--- config.mk ---
export PLATFORM = sky130hd
export DESIGN_NAME = cmd_encoder
export DESIGN_NICKNAME = d
export VERILOG_FILES = /design/src/rtl/cmd_encoder_pkg.sv /design/src/rtl/cmd_fifo.sv /design/src/rtl/cmd_encoder.sv
export SDC_FILE = /design/constraint.sdc
export NUM_CORES = 1
export LEC_CHECK = 0
export BUFFER_PORTS_ARGS = -buffer_cell sky130_fd_sc_hd__buf_2
export CORE_MARGIN = 5
export CORE_UTILIZATION = 42
export DETAILED_ROUTE_END_ITERATION = 10
export GPL_TIMING_DRIVEN = 0
export PLACE_DENSITY = 0.63
export SLEW_MARGIN = 20
export SYNTH_ARGS = -nofsm -noshare
export SYNTH_HDL_FRONTEND = slang
export SYNTH_SLANG_ARGS = --single-unit
--- constraint.sdc ---
create_clock -name clk -period 5.6 [get_ports clk]
set_clock_uncertainty 0.2 [all_clocks]
set_input_delay 1.12 -clock clk [delete_from_list [all_inputs] [get_ports clk]]
set_output_delay 1.12 -clock clk [all_outputs]
set_load 0.01 [all_outputs]
--- src/rtl/cmd_encoder_pkg.sv ---
// Command word definitions shared by the transmit-side encoder and the Decoder.
// Both ends use this package so the opcode values, field positions and checksum
// rule exist in exactly one place.
//
// Word layout (32 bits):
//   [31:28] opcode  [27:20] amount  [19:16] seq  [15:8] reserved (0)  [7:0] checksum
//   checksum = byte3 ^ byte2 ^ byte1
package cmd_encoder_pkg;

    localparam int unsigned CmdWordWidth = 32;

    localparam int unsigned OpcodeLsb = 28;
    localparam int unsigned AmountLsb = 20;
    localparam int unsigned SeqLsb    = 16;
    localparam int unsigned RsvdLsb   = 8;
    localparam int unsigned CksumLsb  = 0;

    typedef enum logic [3:0] {
        OpNone = 4'h0,
        OpOn   = 4'h1,
        OpOff  = 4'h2,
        OpInc  = 4'h3,
        OpDec  = 4'h4,
        OpSend = 4'h5,
        OpRecv = 4'h6
    } opcode_e;

    function automatic logic [7:0] calc_checksum(input logic [CmdWordWidth-1:0] word);
        return word[31:24] ^ word[23:16] ^ word[15:8];
    endfunction

    function automatic logic [CmdWordWidth-1:0] pack_cmd(input opcode_e    op,
                                                         input logic [7:0] amount,
                                                         input logic [3:0] seq);
        logic [CmdWordWidth-1:0] word;
        word                  = '0;
        word[OpcodeLsb +: 4]  = op;
        word[AmountLsb +: 8]  = amount;
        word[SeqLsb +: 4]     = seq;
        word[RsvdLsb +: 8]    = 8'h00;
        word[CksumLsb +: 8]   = calc_checksum(word);
        return word;
    endfunction

endpackage

--- src/rtl/cmd_fifo.sv ---
// Synchronous FIFO for encoded command words.
// Ports:
//   clk, rst_n      clock, asynchronous active-low reset
//   push, wdata     write strobe and data (ignored while full)
//   pop             read strobe (ignored while empty); rdata shows the head word
//   full, empty     occupancy flags
// Simultaneous push and pop both take effect, leaving occupancy unchanged.
module cmd_fifo #(
    parameter int unsigned WIDTH = 32,
    parameter int unsigned DEPTH = 4
) (
    input  logic             clk,
    input  logic             rst_n,
    input  logic             push,
    input  logic [WIDTH-1:0] wdata,
    input  logic             pop,
    output logic [WIDTH-1:0] rdata,
    output logic             full,
    output logic             empty
);

    localparam int unsigned AddrW = (DEPTH > 1) ? $clog2(DEPTH) : 1;

    if (DEPTH < 2 || (DEPTH & (DEPTH - 1)) != 0) begin : g_depth_check
        $error("cmd_fifo: DEPTH must be a power of two and at least 2");
    end

    logic [WIDTH-1:0] mem [DEPTH];

    // One extra pointer bit distinguishes full from empty when the indices match.
    logic [AddrW:0] wr_ptr_q, wr_ptr_d;
    logic [AddrW:0] rd_ptr_q, rd_ptr_d;
    logic           do_push, do_pop;

    assign empty   = (wr_ptr_q == rd_ptr_q);
    assign full    = (wr_ptr_q[AddrW] != rd_ptr_q[AddrW]) &&
                     (wr_ptr_q[AddrW-1:0] == rd_ptr_q[AddrW-1:0]);
    assign do_push = push && !full;
    assign do_pop  = pop && !empty;
    assign rdata   = mem[rd_ptr_q[AddrW-1:0]];

    always_comb begin
        wr_ptr_d = wr_ptr_q;
        rd_ptr_d = rd_ptr_q;
        if (do_push) wr_ptr_d = wr_ptr_q + 1'b1;
        if (do_pop)  rd_ptr_d = rd_ptr_q + 1'b1;
    end

    always_ff @(posedge clk or negedge rst_n) begin
        if (!rst_n) begin
            wr_ptr_q <= '0;
            rd_ptr_q <= '0;
        end else begin
            wr_ptr_q <= wr_ptr_d;
            rd_ptr_q <= rd_ptr_d;
        end
    end

    // Storage needs no reset: the pointers define which entries are live.
    always_ff @(posedge clk) begin
        if (do_push) mem[wr_ptr_q[AddrW-1:0]] <= wdata;
    end

endmodule

--- src/rtl/cmd_encoder.sv ---
// Transmit-side command encoder. Validates the command strobes, packs one command
// into a 32-bit word, buffers it in cmd_fifo and presents it on a valid/ready stream.
// Ports:
//   clk, rst_n                                  clock, asynchronous active-low reset
//   cmd_valid, cmd_ready                        command handshake (ready = FIFO not full)
//   on, off, increase, decrease, send, receive  command strobes, exactly one expected
//   amount                                      DAC amount, zero-extended into the word
//   cmd_err                                     one-cycle pulse after a malformed command
//   tx_data, tx_valid, tx_ready                 encoded word stream
//   seq                                         sequence number of the next accepted command
module cmd_encoder
    import cmd_encoder_pkg::*;
#(
    parameter int unsigned DATA_WIDTH   = 32,
    parameter int unsigned AMOUNT_WIDTH = 8,
    parameter int unsigned FIFO_DEPTH   = 4
) (
    input  logic                    clk,
    input  logic                    rst_n,
    input  logic                    cmd_valid,
    output logic                    cmd_ready,
    input  logic                    on,
    input  logic                    off,
    input  logic                    increase,
    input  logic                    decrease,
    input  logic                    send,
    input  logic                    receive,
    input  logic [AMOUNT_WIDTH-1:0] amount,
    output logic                    cmd_err,
    output logic [DATA_WIDTH-1:0]   tx_data,
    output logic                    tx_valid,
    input  logic                    tx_ready,
    output logic [3:0]              seq
);

    if (DATA_WIDTH != CmdWordWidth) begin : g_width_check
        $error("cmd_encoder: DATA_WIDTH must be 32");
    end
    if (AMOUNT_WIDTH < 1 || AMOUNT_WIDTH > 8) begin : g_amount_check
        $error("cmd_encoder: AMOUNT_WIDTH must be in 1..8");
    end

    localparam logic ST_EMPTY = 1'b0;
    localparam logic ST_HOLD  = 1'b1;

    logic [5:0]            strobes;
    logic                  one_hot;
    logic                  accept;
    logic                  push;
    opcode_e               op;
    logic [7:0]            amount_ext;
    logic [DATA_WIDTH-1:0] word;

    logic                  fifo_pop;
    logic [DATA_WIDTH-1:0] fifo_head;
    logic                  fifo_full;
    logic                  fifo_empty;

    logic                  state_q, state_d;
    logic [DATA_WIDTH-1:0] tx_data_q, tx_data_d;
    logic [3:0]            seq_q, seq_d;
    logic                  err_q, err_d;

    // ---------------------------------------------------------------------------
    // Strobe validation and encoding
    // ---------------------------------------------------------------------------
    assign strobes = {receive, send, decrease, increase, off, on};
    assign one_hot = $onehot(strobes);
    assign accept  = cmd_valid && cmd_ready;
    assign push    = accept && one_hot;

    always_comb begin
        op = OpNone;
        unique case (strobes)
            6'b000001: op = OpOn;
            6'b000010: op = OpOff;
            6'b000100: op = OpInc;
            6'b001000: op = OpDec;
            6'b010000: op = OpSend;
            6'b100000: op = OpRecv;
            default:   op = OpNone;
        endcase
    end

    always_comb begin
        amount_ext                   = '0;
        amount_ext[AMOUNT_WIDTH-1:0] = amount;
    end

    assign word = pack_cmd(op, amount_ext, seq_q);

    always_comb begin
        seq_d = seq_q;
        if (push) seq_d = seq_q + 4'd1;  // wraps 15 -> 0
    end

    assign err_d = accept && !one_hot;

    // ---------------------------------------------------------------------------
    // Command buffer
    // ---------------------------------------------------------------------------
    cmd_fifo #(
        .WIDTH (DATA_WIDTH),
        .DEPTH (FIFO_DEPTH)
    ) u_cmd_fifo (
        .clk   (clk),
        .rst_n (rst_n),
        .push  (push),
        .wdata (word),
        .pop   (fifo_pop),
        .rdata (fifo_head),
        .full  (fifo_full),
        .empty (fifo_empty)
    );

    // No pass-through when full: a pop this cycle does not open a slot early.
    assign cmd_ready = !fifo_full;

    // ---------------------------------------------------------------------------
    // Output stage: one register holding the word on offer downstream
    // ---------------------------------------------------------------------------
    always_comb begin
        state_d   = state_q;
        tx_data_d = tx_data_q;
        fifo_pop  = 1'b0;
        case (state_q)
            ST_EMPTY: begin
                if (!fifo_empty) begin
                    fifo_pop  = 1'b1;
                    tx_data_d = fifo_head;
                    state_d   = ST_HOLD;
                end
            end
            ST_HOLD: begin
                if (tx_ready) begin
                    if (!fifo_empty) begin
                        fifo_pop  = 1'b1;
                        tx_data_d = fifo_head;
                    end else begin
                        state_d = ST_EMPTY;
                    end
                end
            end
            default: state_d = ST_EMPTY;
        endcase
    end

    always_ff @(posedge clk or negedge rst_n) begin
        if (!rst_n) begin
            state_q   <= ST_EMPTY;
            tx_data_q <= '0;
            seq_q     <= '0;
            err_q     <= 1'b0;
        end else begin
            state_q   <= state_d;
            tx_data_q <= tx_data_d;
            seq_q     <= seq_d;
            err_q     <= err_d;
        end
    end

    assign tx_valid = (state_q == ST_HOLD);
    assign tx_data  = tx_data_q;
    assign seq      = seq_q;
    assign cmd_err  = err_q;

endmodule

==> reports/metrics.cfg, run 1 <==
[outcome]
status=complete, no violations

[drt]
routedWlPerCell_um=18.3
avgViaCountPerCell=4.95
wirelength_mm=9.14
drt-initial-drc-count=172
route.vias.total=2467
drc=0
dr.pass1.iters=4
ant_nets=0

[yosys]
ys_seq_area_share_pct=68.5
ys_warn_count=0
syn_area_um2=5100
ys_types=30
syn_inst=264
syn-mean-instance-area_um2=19.3
ys_seq_elements=122

[placement]
place_area_um2=5560
portBuffers=47
gp_congestion=0.753
dp_hpwl_mm=5.69
dp.cells=466

[cells_and_area]
final_cells=498
finish.instance_area_um2=6150
fill_cells=976
mostFrequentLayoutCells=edfxtp_1 (88), buf_2 (48), dfrtp_1 (34), mux4_2 (22), mux2_2 (20)
drive_gt1_share_pct=43.9
area.growth.synth_to_final_pct=20.5
antenna_cells=0
final_common_cell=edfxtp_1
nets=369

[worst_setup_path]
cp-end-kind=flip-flop
worstReg2RegEnd=u_cmd_fifo.mem[3][21]
cp_slowest_cell=and3_2
cp.arrival_ps=4320
ff2ff_path_depth=4
timing.rr.start=u_cmd_fifo.rd_ptr_q[0]
crit_chain=buf_2 > inv_1 > fa_1 > fa_1 > inv_1 > ha_1 > fa_1 > nor3b_2 > and3_2
rrSetupSlack_ps=3300
crit_top_cell=fa_1
crit_type=input pin to flip-flop
startpoint_type=input pin
worst-path-max-fanout=23
crit_required_ps=5430
slowest_delay_ps=770

[clocking]
cts_made_buffers=17
htree_levels=4
cts_sinks=122
clk_latency_ps=400
post_cts_buffers=0
cts_tree=built
clk_pin_slew_ps=50
cts_buffer_depth=2
ctsResizeCount=0
hold_buffers=0
cts-root-buf=clkbuf_16

[hold_path]
holdPathStages=1
min_path_type=flip-flop to flip-flop
min_from=tx_data[22]
whs_endpoint=tx_data[22]

[floorplan]
io_pins=57
die_area_um2=14400
num_rows=40
die_x_um=120
fp.dieH_um=120
initial_core_util_pct=42.6
core_um2=12000

[timing]
hold_violations=0
worst_slew_pin_slew_ps=845
rsz0062_at_grt=false
setup_viol=0
maxSlewViolCount=0
min_period_ps=4490
fin_crit_sh_pct=80.2
slew_headroom_pct=43.7
max_freq_mhz=223

[global_route]
antenna_found_initial=0
gr-usage-all-layers_pct=13.6
grt_max_degree=35
grt_pass1_wl_mm=14.3
overflow=0
grt_pass1_vias=2643

[flow_run]
maxCapViolations=0

[pwr]
power_density_nw_per_um2=548
power.total_w=0.00337
ir_drop_v=0.000210
leakagePower_nw=2.40

[layer usage]
metal | vias up | routed length [um] | GRT usage [%]
met5 | - | 0 | 0
met4 | 0 | 131 | 5.15
met3 | 10 | 342 | 4.58
met2 | 52 | 4600 | 22.2
met1 | 1274 | 4060 | 16.8
li1 | 1131 | - | -
[Yosys cell counts, drive strengths merged]
master	instances	share of area [%]
a31oi	1	0.42
a32oi	1	0.54
and2	1	0.12
and3	7	0.86
buf	21	3.3
clkbuf	2	0.15
conb	1	0.074
dfrtp	34	17
edfxtp	88	52
fa	3	1.2
ha	10	2.5
inv	13	0.96
mux2	24	5.5
mux2i	2	0.39
mux4	22	9.7
nand2	2	0.15
nand3	4	0.39
nor2b	1	0.12
nor3b	2	0.29
o2111ai	1	0.17
o21ai	3	0.29
o22ai	2	0.25
xnor2	7	1.9
xor2	12	2.2
[critical path: cells and delay by family]
family,cells,cell delay (ps)
buf+inv,3,260
simple gates,2,1340
fa+ha+maj,4,1590
[through the flow]
stage / util, % / hold slack [ps] / setup TNS, ps / worst slack [ps]
6_report: 51.4 / 299 / 0 / 1110
5_1_grt: 51.4 / 314 / 0 / 973
4_1_cts: 51.4 / 302 / 0 / 675
3_5_place_dp: 46.4 / 290 / 0 / 254
3_3_place_gp: 46.4 / 286 / -1750 / -51.0
2_1_floorplan: - / 327 / 0 / 978
[sequential cells by signal (all words and copies together), names as in the netlist]
| signal | count |
|---|---|
| u_cmd_fifo.mem | 88 |
| tx_data | 22 |
| seq | 4 |
| tx_valid | 1 |
| cmd_err | 1 |
| u_cmd_fifo.rd_ptr_q | 3 |
| u_cmd_fifo.wr_ptr_q | 3 |
[area by class of cell]
| class | instances | area (um2) | share of cell area, % |
|---|---|---|---|
| tap | 147 | 184 | 2.99 |
| clock inverter | 11 | 118 | 1.91 |
| multi-input combinational | 114 | 1420 | 23.1 |
| buffer | 23 | 178 | 2.89 |
| clock buffer | 21 | 470 | 7.65 |
| timing repair buffer | 47 | 235 | 3.83 |
| inverter | 13 | 48.8 | 0.794 |
| sequential | 122 | 3490 | 56.8 |
[power by group]
part / switching [W] / leakage, nW / internal [W]
Clock: 0.000376 / 0.289 / 0.000688
Sequential: 0.000124 / 1.20 / 0.00117
Combinational: 0.000476 / 0.917 / 0.000535
[kinds of logic (layout without fill, tap and decap cells)]
group	count (synthesis)	in the layout	share of synthesized area (%)
flip-flops	122	122	68.5
buffers and inverters	36	115	4.44
XOR/XNOR	19	19	4.15
AO/OA/AOI/OAI	8	8	1.67
AND/OR/NAND/NOR	17	17	1.94
adder cells (fa/ha/maj)	13	13	3.63
other	1	9	0.0735
multiplexers	48	48	15.6
[how the worst max path moves through the flow]
stage / cells after the start / slack [ps] / from / to
after floorplan: 8 / 980 / on / u_cmd_fifo.mem[3][0]
after global placement: 9 / -50 / off / u_cmd_fifo.mem[3][15]
after detailed placement: 9 / 250 / off / u_cmd_fifo.mem[3][12]
after CTS: 9 / 680 / off / u_cmd_fifo.mem[3][6]
after global routing: 9 / 970 / on / u_cmd_fifo.mem[3][21]
final: 9 / 1110 / off / u_cmd_fifo.mem[3][21]
No activity file was read; power rests on OpenSTA's default activity.
==> run 2: changes to the inputs <==
clock period = 4.45 ns   (was 5.6 ns; I/O delays follow)
==> run 2 against run 1 <==
  * Core utilization unchanged
  * Clock power grew 26%
  * Register-to-register slack got worse by 1200 ps
  * Final cell count unchanged
  * First-iteration DRC count increased by 5.8%
  * Global-route usage barely moved
  * Total power rose by 26%
  * Non-clock buffer count stayed put
  * Combinational power rose by 26%
  * Count of clock-buffer cells in the layout unchanged
  * Critical path type unchanged
  * Critical endpoint unchanged
  * Largest cell class unchanged
==> reports/metrics.cfg, run 2 (same netlist as run 1, synthesis figures left out) <==
[timing]
maxSlewViolCount=0  ; unchanged
setup_viol=0  ; unchanged
fin_crit_sh_pct=96.1
min_period_ps=4280
hold_violations=0  ; unchanged
slew_headroom_pct=43.5  ; -0.24 points
hold_ws_ps=299  ; +0.0540 ps
worst_slew_pin_slew_ps=848  ; +3.53 ps
rsz0062_at_grt=false
max_freq_mhz=234
finalSetupTns_ps=0  ; unchanged

[clocking]
htree_levels=4  ; unchanged
cts_sinks=122  ; unchanged
hold_buffers=0  ; unchanged
cts-root-buf=clkbuf_16
cts_tree=built
clk_pin_slew_ps=50  ; about the same
cts_made_buffers=17  ; unchanged
clk_latency_ps=400  ; about the same
cts_buffer_depth=2  ; unchanged

[global_route]
gr-usage-all-layers_pct=13.6  ; +0.041 points
grt_pass1_wl_mm=14.3  ; +0.34%
grt_max_degree=35  ; unchanged
grt_pass1_vias=2658  ; +0.57%
antenna_found_initial=0  ; unchanged
overflow=0  ; unchanged

[cells_and_area]
nets=369  ; unchanged
drive_gt1_share_pct=43.9  ; unchanged
mostFrequentLayoutCells=edfxtp_1 (88), buf_2 (48), dfrtp_1 (34), mux4_2 (22), mux2_2 (20)
largest_register_ffs=88  ; unchanged
finish.instance_area_um2=6150  ; unchanged
area.growth.synth_to_final_pct=20.5  ; unchanged
final_common_cell=edfxtp_1
final_cells=498  ; unchanged
antenna_cells=0  ; unchanged

[worst_setup_path]
worstReg2RegEnd=u_cmd_fifo.mem[3][21]
worst-path-max-fanout=23  ; unchanged
crit_required_ps=4280  ; -1150 ps
cp-end-kind=flip-flop
ff2ff_path_depth=4  ; unchanged
cp.arrival_ps=4110  ; -210 ps
startpoint_type=input pin
crit_type=input pin to flip-flop
timing.rr.start=u_cmd_fifo.rd_ptr_q[0]
rrSetupSlack_ps=2150  ; -1150 ps

[drt]
avgViaCountPerCell=4.92  ; -0.61%
ant_nets=0  ; unchanged
drt-initial-drc-count=182  ; +5.8%
routedWlPerCell_um=18.3  ; about the same
route.vias.total=2452  ; -0.61%
dr.pass1.iters=4  ; unchanged
wirelength_mm=9.14  ; about the same
drc=0  ; unchanged

[floorplan]
io_pins=57  ; unchanged
initial_core_util_pct=42.6  ; unchanged
die_x_um=120  ; unchanged
core_um2=12000  ; unchanged
die_area_um2=14400  ; unchanged
num_rows=40  ; unchanged
fp.dieH_um=120  ; unchanged

[placement]
portBuffers=47  ; unchanged
dp_hpwl_mm=5.69  ; unchanged
dp.cells=466  ; unchanged
gp_congestion=0.753  ; unchanged
place_area_um2=5560  ; unchanged

[hold_path]
min_path_type=flip-flop to flip-flop
min_from=tx_data[22]
whs_endpoint=tx_data[22]
holdPathStages=1  ; unchanged

[flow_run]
maxCapViolations=0  ; unchanged

[pwr]
ir_drop_v=0.000265  ; +26%
leakagePower_nw=2.40  ; unchanged
power_density_nw_per_um2=690  ; +26%

[outcome]
status=complete, no violations

run 2: cell counts in the layout (fill, tap and decap cells not counted):
No cell type changed its count.
run 2: area by class of cell:
type                       instances  area [um2]
clock inverter                    11         118
multi-input combinational        114        1420
fill                             976        5810
timing repair buffer              47         235
clock buffer                      21         470
buffer                            23         178
inverter                          13        48.8
tap                              147         184
sequential                       122        3490
run 2: layer usage:
metal | GRT usage [%] | routed length (um) | vias to the layer above
met4 | 5.15 | 131 | 0
met2 | 22.3 | 4650 | 47
met1 | 16.8 | 4060 | 1265
met3 | 4.58 | 295 | 10
li1 | - | - | 1130
met5 | 0 | 0 | -
run 2: worst max path at each step:
stage          startpoint                     to  cells after the start
2_1_floorplan          on   u_cmd_fifo.mem[3][0]                      8
3_3_place_gp          off  u_cmd_fifo.mem[3][15]                      9
3_5_place_dp          off  u_cmd_fifo.mem[3][12]                      9
4_1_cts               off   u_cmd_fifo.mem[3][6]                      9
5_1_grt                on  u_cmd_fifo.mem[3][21]                      9
6_report              off  u_cmd_fifo.mem[3][21]                      9
run 2: power by group:
group / switching (W) / internal (W)
logic: 0.000600 / 0.000673
clock network: 0.000472 / 0.000865
registers: 0.000157 / 0.00147
run 2: repair_timing:
item                       CTS  global route
gates resized for setup      1             0
buffers inserted             0             0
setup endpoints to repair   89             0
run 2: worst max-delay path: stages:
cell	delay, ps
buf_2	110
inv_1	110
fa_1	450
fa_1	500
inv_1	40
ha_1	180
fa_1	460
nor3b_2	580
and3_2	780
run 2: through the flow:
stage | utilization (%) | setup WS, ps | total power, W
after floorplan | - | 57.5 | 0.00257
after global placement | 46.4 | -971 | 0.00292
after detailed placement | 46.4 | -666 | 0.00295
after CTS | 51.4 | 174 | 0.00431
after global routing | 51.4 | 53.3 | 0.00448
final | 51.4 | 172 | 0.00424
